===== src/rtl/mux_2_to_1.sv =====
// MDR input selector: combinational bus/memory mux plus a load-enabled registered copy.
// Optional source tag output src_q is enabled by defining MUX_SRC_TAG_EN.
module mux_2_to_1 #(
  parameter int unsigned           WIDTH       = 32,
  parameter logic [WIDTH-1:0]      RESET_VALUE = '0
) (
  input  logic             clk,
  input  logic             clr,
  input  logic [WIDTH-1:0] BusMuxOut,
  input  logic [WIDTH-1:0] Mdatain,
  input  logic             select,
  input  logic             load,
  output logic [WIDTH-1:0] mux_output,
  output logic [WIDTH-1:0] mux_q,
`ifdef MUX_SRC_TAG_EN
  output logic             src_q,
`endif
  output logic             q_valid
);

  logic [WIDTH-1:0] data_q, data_d;
  logic             valid_q, valid_d;

  // Ternary keeps bits where both inputs agree when select is X.
  assign mux_output = select ? Mdatain : BusMuxOut;

  always_comb begin
    data_d  = data_q;
    valid_d = valid_q;
    if (load) begin
      data_d  = mux_output;
      valid_d = 1'b1;
    end
  end

  always_ff @(posedge clk or negedge clr) begin
    if (!clr) begin
      data_q  <= RESET_VALUE;
      valid_q <= 1'b0;
    end else begin
      data_q  <= data_d;
      valid_q <= valid_d;
    end
  end

  assign mux_q   = data_q;
  assign q_valid = valid_q;

`ifdef MUX_SRC_TAG_EN
  logic tag_q, tag_d;

  always_comb begin
    tag_d = tag_q;
    if (load) begin
      tag_d = select;
    end
  end

  always_ff @(posedge clk or negedge clr) begin
    if (!clr) begin
      tag_q <= 1'b0;
    end else begin
      tag_q <= tag_d;
    end
  end

  assign src_q = tag_q;
`endif

endmodule


===== config.mk =====
export PLATFORM = sky130hd
export DESIGN_NAME = mux_2_to_1
export DESIGN_NICKNAME = d
export VERILOG_FILES = /design/src/rtl/mux_2_to_1.sv
export SDC_FILE = /design/constraint.sdc
export NUM_CORES = 1
export LEC_CHECK = 0
export ABC_AREA = 1
export ABC_CLOCK_PERIOD_IN_PS = 840
export CAP_MARGIN = 10
export CORE_ASPECT_RATIO = 0.9
export CORE_MARGIN = 2
export CORE_UTILIZATION = 36
export CTS_CLUSTER_SIZE = 30
export DETAILED_ROUTE_END_ITERATION = 16
export PLACE_DENSITY_LB_ADDON = 0.25
export RECOVER_POWER = 100
export SYNTH_ARGS = -nofsm -noshare
export SYNTH_HDL_FRONTEND = slang
export SYNTH_SLANG_ARGS = --single-unit

===== constraint.sdc =====
create_clock -name clk -period 0.84 [get_ports clk]
set_input_delay 0.168 -clock clk [delete_from_list [all_inputs] [get_ports clk]]
set_output_delay 0.168 -clock clk [all_outputs]
set_load 0.02 [all_outputs]

==> flow_summary.json, run 1 <==
{
  "yosys-top-cells-count": "128 x nand2_1, 64 x inv_1, 33 x dfrtp_1, 32 x and2_1, 32 x nand3_1",
  "hpwl_um": 5080,
  "synth_compound_area_share_pct": 0,
  "synth_mux_area_share_pct": 0,
  "yosysTopAreaCellShare_pct": 40.8,
  "numCtsBuffers": 5,
  "max-clock-path-buffers": 2,
  "yosysTopAreaCell": "dfrtp_1",
  "synthXorXnorAreaFrac_pct": 0,
  "start_util_pct": 37.9,
  "worst-ep-kind": "register data pin",
  "grt-worst-endpoint": "mux_q[1]$_DFFE_PN0P_/D",
  "synth_most_common_cell": "nand2_1",
  "synthesis.nets": 374,
  "synth_top_family_by_area": "simple AND/OR/NAND/NOR gates",
  "io_pins": 133,
  "die_w_um": 83.1,
  "synth_cell_types": 11,
  "grt_max_degree": 34,
  "yosys.area_share.simple_pct": 41.8,
  "synth_area_leaders": "dfrtp_1 41%, nand2_1 24%, inv_1 12%",
  "cts-root-buf": "clkbuf_8",
  "netlist_area_mm2": 0.00203,
  "error_line": "[ERROR DPL-0038] Utilization greater than 100%, impossible to legalize",
  "async_flop_share_pct": 100,
  "synth_ff_type": "dfrtp_1",
  "yosysSeqAreaShare_pct": 40.8,
  "htree_levels": 2,
  "ys_warn_count": 0,
  "cts_sinks": 33,
  "synthAdderAreaFrac_pct": 0,
  "synth-edff-count": 0,
  "placed_cell_area_mm2": 0.00393,
  "stop_stage": "5_1_grt",
  "status": "did not finish",
  "gp_congestion": 0.808,
  "fp.dieH_um": 75.2,
  "ys_ff_latch": 33,
  "syn_avg_cell_area_um2": 6.62,
  "row_count": 25,
  "postSynthCellCount": 306,
  "portBuffers": 132
}
==> kinds of logic after synthesis <==
| kind of cell | count (synthesis) |
|---|---|
| simple gates | 193 |
| buf+inv | 80 |
| flops | 33 |
==> metrics by stage <==
step | setup slack [ns] | TNS, ns | instances | hold slack (ns)
CTS | -0.150 | -11.08 | 690 | 0.328
detailed placement | -1.17 | -65.51 | 552 | 0.136
global placement | -1.11 | -63.13 | 552 | 0.132
floorplan | -0.00247 | -0.0717 | 306 | -0.128
==> timing repair <==
action,CTS
resized for setup,487
endpoints found under the setup margin,98
gates cloned,3
hold buffers,1
hold endpoints to repair,33
pin swaps,32
setup buffers,127
==> run 2: changes to the inputs <==
Settings changed: CORE_ASPECT_RATIO 0.9 to not set, CORE_UTILIZATION 36 to 30, CTS_CLUSTER_SIZE 30 to not set, PLACE_DENSITY_LB_ADDON 0.25 to 0.15.
==> flow_summary.json, run 2 <==
{
  "overflow": 0,
  "cts_sinks": 33,
  "async_flop_share_pct": 100,
  "grt_pass1_wl_um": 15000,
  "hold_class": "input pin to flop",
  "synth_area_leaders": "dfrtp_1 41%, nand2_1 24%, inv_1 12%",
  "crit_type": "input pin to output port",
  "yosysSeqAreaShare_pct": 40.8,
  "max-clock-path-buffers": 2,
  "drive_gt1_share_pct": 67.0,
  "crit_arrival_ns": 0.85,
  "tritoncts": "built",
  "start_util_pct": 31.5,
  "timing.slew.headroom_pct": 77.9,
  "grt_pass1_vias": 3279,
  "seqCellArea_um2": 826,
  "hpwl_um": 4870,
  "grt_use_total_pct": 25.8,
  "synth_cell_types": 11,
  "layout_commonest_cell": "buf_4",
  "cap_violations": 0,
  "synth_most_common_cell": "nand2_1",
  "final_area_mm2": 0.00571,
  "crit_required_ns": 0.67,
  "firstDrtPassIters": 5,
  "n_fill_cell": 282,
  "cellPowerDensity_mw_per_mm2": 1110,
  "post_drt_wl_per_cell_um": 17.4,
  "setup_slack_ns": -0.175,
  "yosysTopAreaCellShare_pct": 40.8,
  "multiInputGateArea_mm2": 0.00141,
  "syn_avg_cell_area_um2": 6.62,
  "row_count": 29,
  "path_clk_slew_ns": 0.07,
  "htree_levels": 2,
  "via_per_inst": 4.73,
  "ir_drop_uv": 853,
  "cp_slowest_cell": "clkbuf_16",
  "rsz0062_at_grt": "yes",
  "critPathCaptureType": "output port",
  "final.setup_skew_ns": 0,
  "synth_ff_type": "dfrtp_1",
  "final_max_slew_viol_count": 0,
  "finalSetupViolations": 82,
  "min_period_over_period_pct": 121,
  "max_freq_mhz": 986,
  "wirelength_um": 12000,
  "fp.dieH_um": 86.2,
  "setup.worst_path.start": "select",
  "clock_latency_ns": 0.27,
  "tightestPinTransition_ns": 0.332,
  "dieArea_mm2": 0.00743,
  "core_area_mm2": 0.00642,
  "status": "complete, but fails checks",
  "crit_path_cell_trace": "buf_16 > clkbuf_16 > nand2_2 > and2_4 > buf_6",
  "synthesis.nets": 374,
  "dpl_worst_slack_ns": -1.18,
  "numCtsBuffers": 5,
  "portBuffers": 132,
  "finalSetupTns_ns": -10.23,
  "largest_register_ffs": 32,
  "yosys-top-cells-count": "128 x nand2_1, 64 x inv_1, 33 x dfrtp_1, 32 x and2_1, 32 x nand3_1",
  "area_delta_synth_final_pct": 182,
  "antenna_found_initial": 1,
  "worst_setup_path_start_kind": "input pin",
  "fin_crit_ns": 1.01,
  "drtAntennaViolNets": 0,
  "cts-root-buf": "clkbuf_8",
  "drc": 0,
  "r2r_start": "mux_q[20]",
  "layout_common_cells": "124 x buf_4, 113 x buf_6, 66 x nand2_1",
  "synth-edff-count": 0,
  "slowest_delay_ns": 0.19,
  "p_leak_nw": 3.24,
  "postSynthCellCount": 306,
  "vias": 3267,
  "finalHoldViolCount": 0,
  "gp_congestion": 0.748,
  "die_w_um": 86.2,
  "grt_max_degree": 34,
  "nNetsFinal": 680,
  "yosysTopAreaCell": "dfrtp_1",
  "crit_fanout": 7,
  "failed_checks": "negative setup slack",
  "io_pins": 133,
  "ys_warn_count": 0,
  "min-delay-start": "BusMuxOut[22]",
  "netlist_area_mm2": 0.00203,
  "placed_cell_area_mm2": 0.00386,
  "ys_ff_latch": 33,
  "drtIter0Drc": 146
}
[run 2: critical path: cells and delay by family]
kind	cells	cell delay [ns]
buffers and inverters	3	0.45
AND/OR/NAND/NOR	2	0.21
[run 2: layer usage]
layer	GRT usage (%)	wire (um)
met4	10.1	663
met2	49.3	6440
met5	0	0
met3	6.95	923
met1	26.5	3960
[run 2: worst paths after layout]
path / slack, ns / cells after the start / end
worst max-delay path: -0.17 / 5 / mux_output[9]
worst min-delay path: 0.33 / 5 / mux_q[22]
worst max register to register: -0.02 / 4 / mux_q[20]
worst min register to register: 0.50 / 1 / q_valid
max in group asynchronous: 0.19 / 3 / mux_q[0]
min in group asynchronous: 0.41 / 3 / mux_q[2]
[run 2: logic make-up (layout without fill, tap and decap cells)]
group,after synthesis,in the layout,synth area share [%]
flops,33,33,40.8
buf+inv,80,386,17.4
other cells,0,1,0
simple gates,193,193,41.8
[run 2: final cells by class]
type                    instances  area share [%]
flip-flops and latches         33            14.5
inverters                      66            4.80
multi-input cells             193            24.6
diodes                          1          0.0438
clock buffers                   7            1.51
repair inverters                2            1.05
repair buffers                311            51.8
well taps                      77            1.69
[run 2: timing repair]
action / 4_1_cts / 5_1_grt
setup buffers: 128 / 24
gates cloned: 3 / 3
resized for setup: 531 / 192
hold buffers: 1 / 0
setup endpoints to repair: 97 / 86
pin swaps: 51 / 77
endpoints found under the hold margin: 33 / 0
[run 2: metrics by stage]
stage	power, mW	util, %	std cells	hold slack [ns]
final	6.32	89.0	690	0.328
after global routing	6.62	89.0	690	0.359
after CTS	5.83	80.1	692	0.294
after detailed placement	4.03	60.1	557	0.148
after global placement	4.01	60.1	557	0.142
after floorplan	2.82	-	306	-0.128
[run 2: power breakdown]
part / switching, mW / internal (mW) / total (mW) / leakage, nW
Combinational: 1.46 / 1.77 / 3.23 / 2.80
Clock: 0.555 / 0.650 / 1.20 / 0.0443
Sequential: 0.133 / 1.75 / 1.89 / 0.392
Total: 2.15 / 4.17 / 6.32 / 3.24
Power figures use the tool's default switching activity.
==> variant (flow settings as in run 2) <==
`WIDTH`: 32 -> 48.
--- a/src/rtl/mux_2_to_1.sv
+++ b/src/rtl/mux_2_to_1.sv
@@ -2,5 +2,5 @@
 // Optional source tag output src_q is enabled by defining MUX_SRC_TAG_EN.
 module mux_2_to_1 #(
-  parameter int unsigned           WIDTH       = 32,
+  parameter int unsigned           WIDTH       = 48,
   parameter logic [WIDTH-1:0]      RESET_VALUE = '0
 ) (
Interface: changed (resized BusMuxOut, Mdatain, mux_output and mux_q); port bits go from 133 to 197. The function was not compared with the original's and may differ.
==> variant against run 2 <==
  * The flow still finishes with violations (setup timing)
  * Critical endpoint is now mux_output[5]
  * Area after synthesis is 47% higher
  * Sequential cell count is 16 higher
  * Largest cell class unchanged
  * Setup slack worse by 130 ps
  * Count of clock-buffer cells in the layout is 2 lower
  * Routed wire length is 51% higher
  * Power is 42% higher
  * Cell area is 49% higher
  * Critical path type unchanged
  * Register-to-register slack worse by 30 ps
  * Sequential share of layout area hardly changed
==> variant: results (changes against run 2) <==
Largest net degree at the start of global routing - 33 (was 34)
Syn avg cell area - 6.53 sq um (was 6.62 sq um)
Status - finished, violations left (unchanged)
Cell Area, Placed - 5860 sq um (was 3860 sq um)
Vias in the first global route - 5,311 (was 3,279)
Port Buf Inserts - 196 (was 132)
Setup ws final - -300 ps (was -175 ps)
CP max-delay cell - and2_4 (was clkbuf_16)
PD cells - 1060 nW/um^2 (was 1110 nW/um^2)
Syn nets - 557 (was 374)
Fill count - 475 (was 282)
Sequential share of the synthesized area - 41.1% (was 40.8%)
Setup TNS - -24,720 ps (was -10,230 ps)
Failing checks - setup timing (unchanged)
Nets - 1,011 (was 680)
Pre-CTS setup slack - -823 ps (was -1180 ps)
Post-CTS sizing - 804 (was 531)
CP max stage delay - 170 ps (was 190 ps)
Finish-stage setup viols - 128 (was 82)
Buffers inserted by post-CTS timing repair - 188 (was 128)
Ranking of synthesized cells by area - dfrtp_1 41%, nand2_1 24%, inv_1 12% (unchanged)
DR vias - 4,876 (was 3,267)
Max reg flops - 48 (was 32)
Synth top cells by count - 192 x nand2_1, 97 x inv_1, 49 x dfrtp_1 (was 128 x nand2_1, 64 x inv_1, 33 x dfrtp_1)
Sw Ratio - 34.8% (was 34.0%)
Layout cell share with drive strength beyond 1 - 60.3% (was 67.0%)
-- variant: cell count changes in the layout (fill, tap and decap cells not counted), sizes merged --
cell,change
and2,+16
buf,+122
clkbuf,-4
clkdlybuf4s15,-19
dfrtp,+16
dlygate4sd2,+53
dlymetal6s2s,+3
inv,+31
nand2,+64
nand3,+16
-- variant: routing by layer --
| layer | vias up | track usage, % | part of all wire, % |
|---|---|---|---|
| met2 | 268 | 55.6 | 51 |
| met3 | 73 | 7.05 | 8.1 |
| met5 | - | 0 | 0 |
| met1 | 2312 | 32.7 | 36 |
| met4 | 0 | 9.75 | 4.1 |
| li1 | 2223 | - | - |
-- variant: cells by family after synthesis --
kind of cell | synth area share, %
flip-flops | 41.1
buffers and inverters | 16.5
AND/OR/NAND/NOR | 42.5
-- variant: area by class of cell --
| type | count | area (sq um) | area share, % |
|---|---|---|---|
| Multi-Input combinational cell | 289 | 2080 | 24.5 |
| Tap cell | 133 | 166 | 1.96 |
| Clock inverter | 1 | 5.00 | 0.0589 |
| Clock buffer | 5 | 68.8 | 0.810 |
| Antenna cell | 1 | 2.50 | 0.0295 |
| Inverter | 98 | 380 | 4.48 |
| Sequential cell | 49 | 1230 | 14.4 |
| Timing Repair Buffer | 468 | 4560 | 53.7 |
-- variant: final timing paths --
kind                                             from               endpoint  slack, ps  cells after the start
worst max-delay path                           select          mux_output[5]       -300                      6
worst min-delay path                             load    q_valid$_DFFE_PN0P_        150                      2
worst max register to register  mux_q[17]$_DFFE_PN0P_  mux_q[17]$_DFFE_PN0P_        -50                      4
worst min register to register   mux_q[5]$_DFFE_PN0P_   mux_q[5]$_DFFE_PN0P_        510                      2
max in group asynchronous                         clr    q_valid$_DFFE_PN0P_         30                      3
min in group asynchronous                         clr  mux_q[29]$_DFFE_PN0P_        520                      3
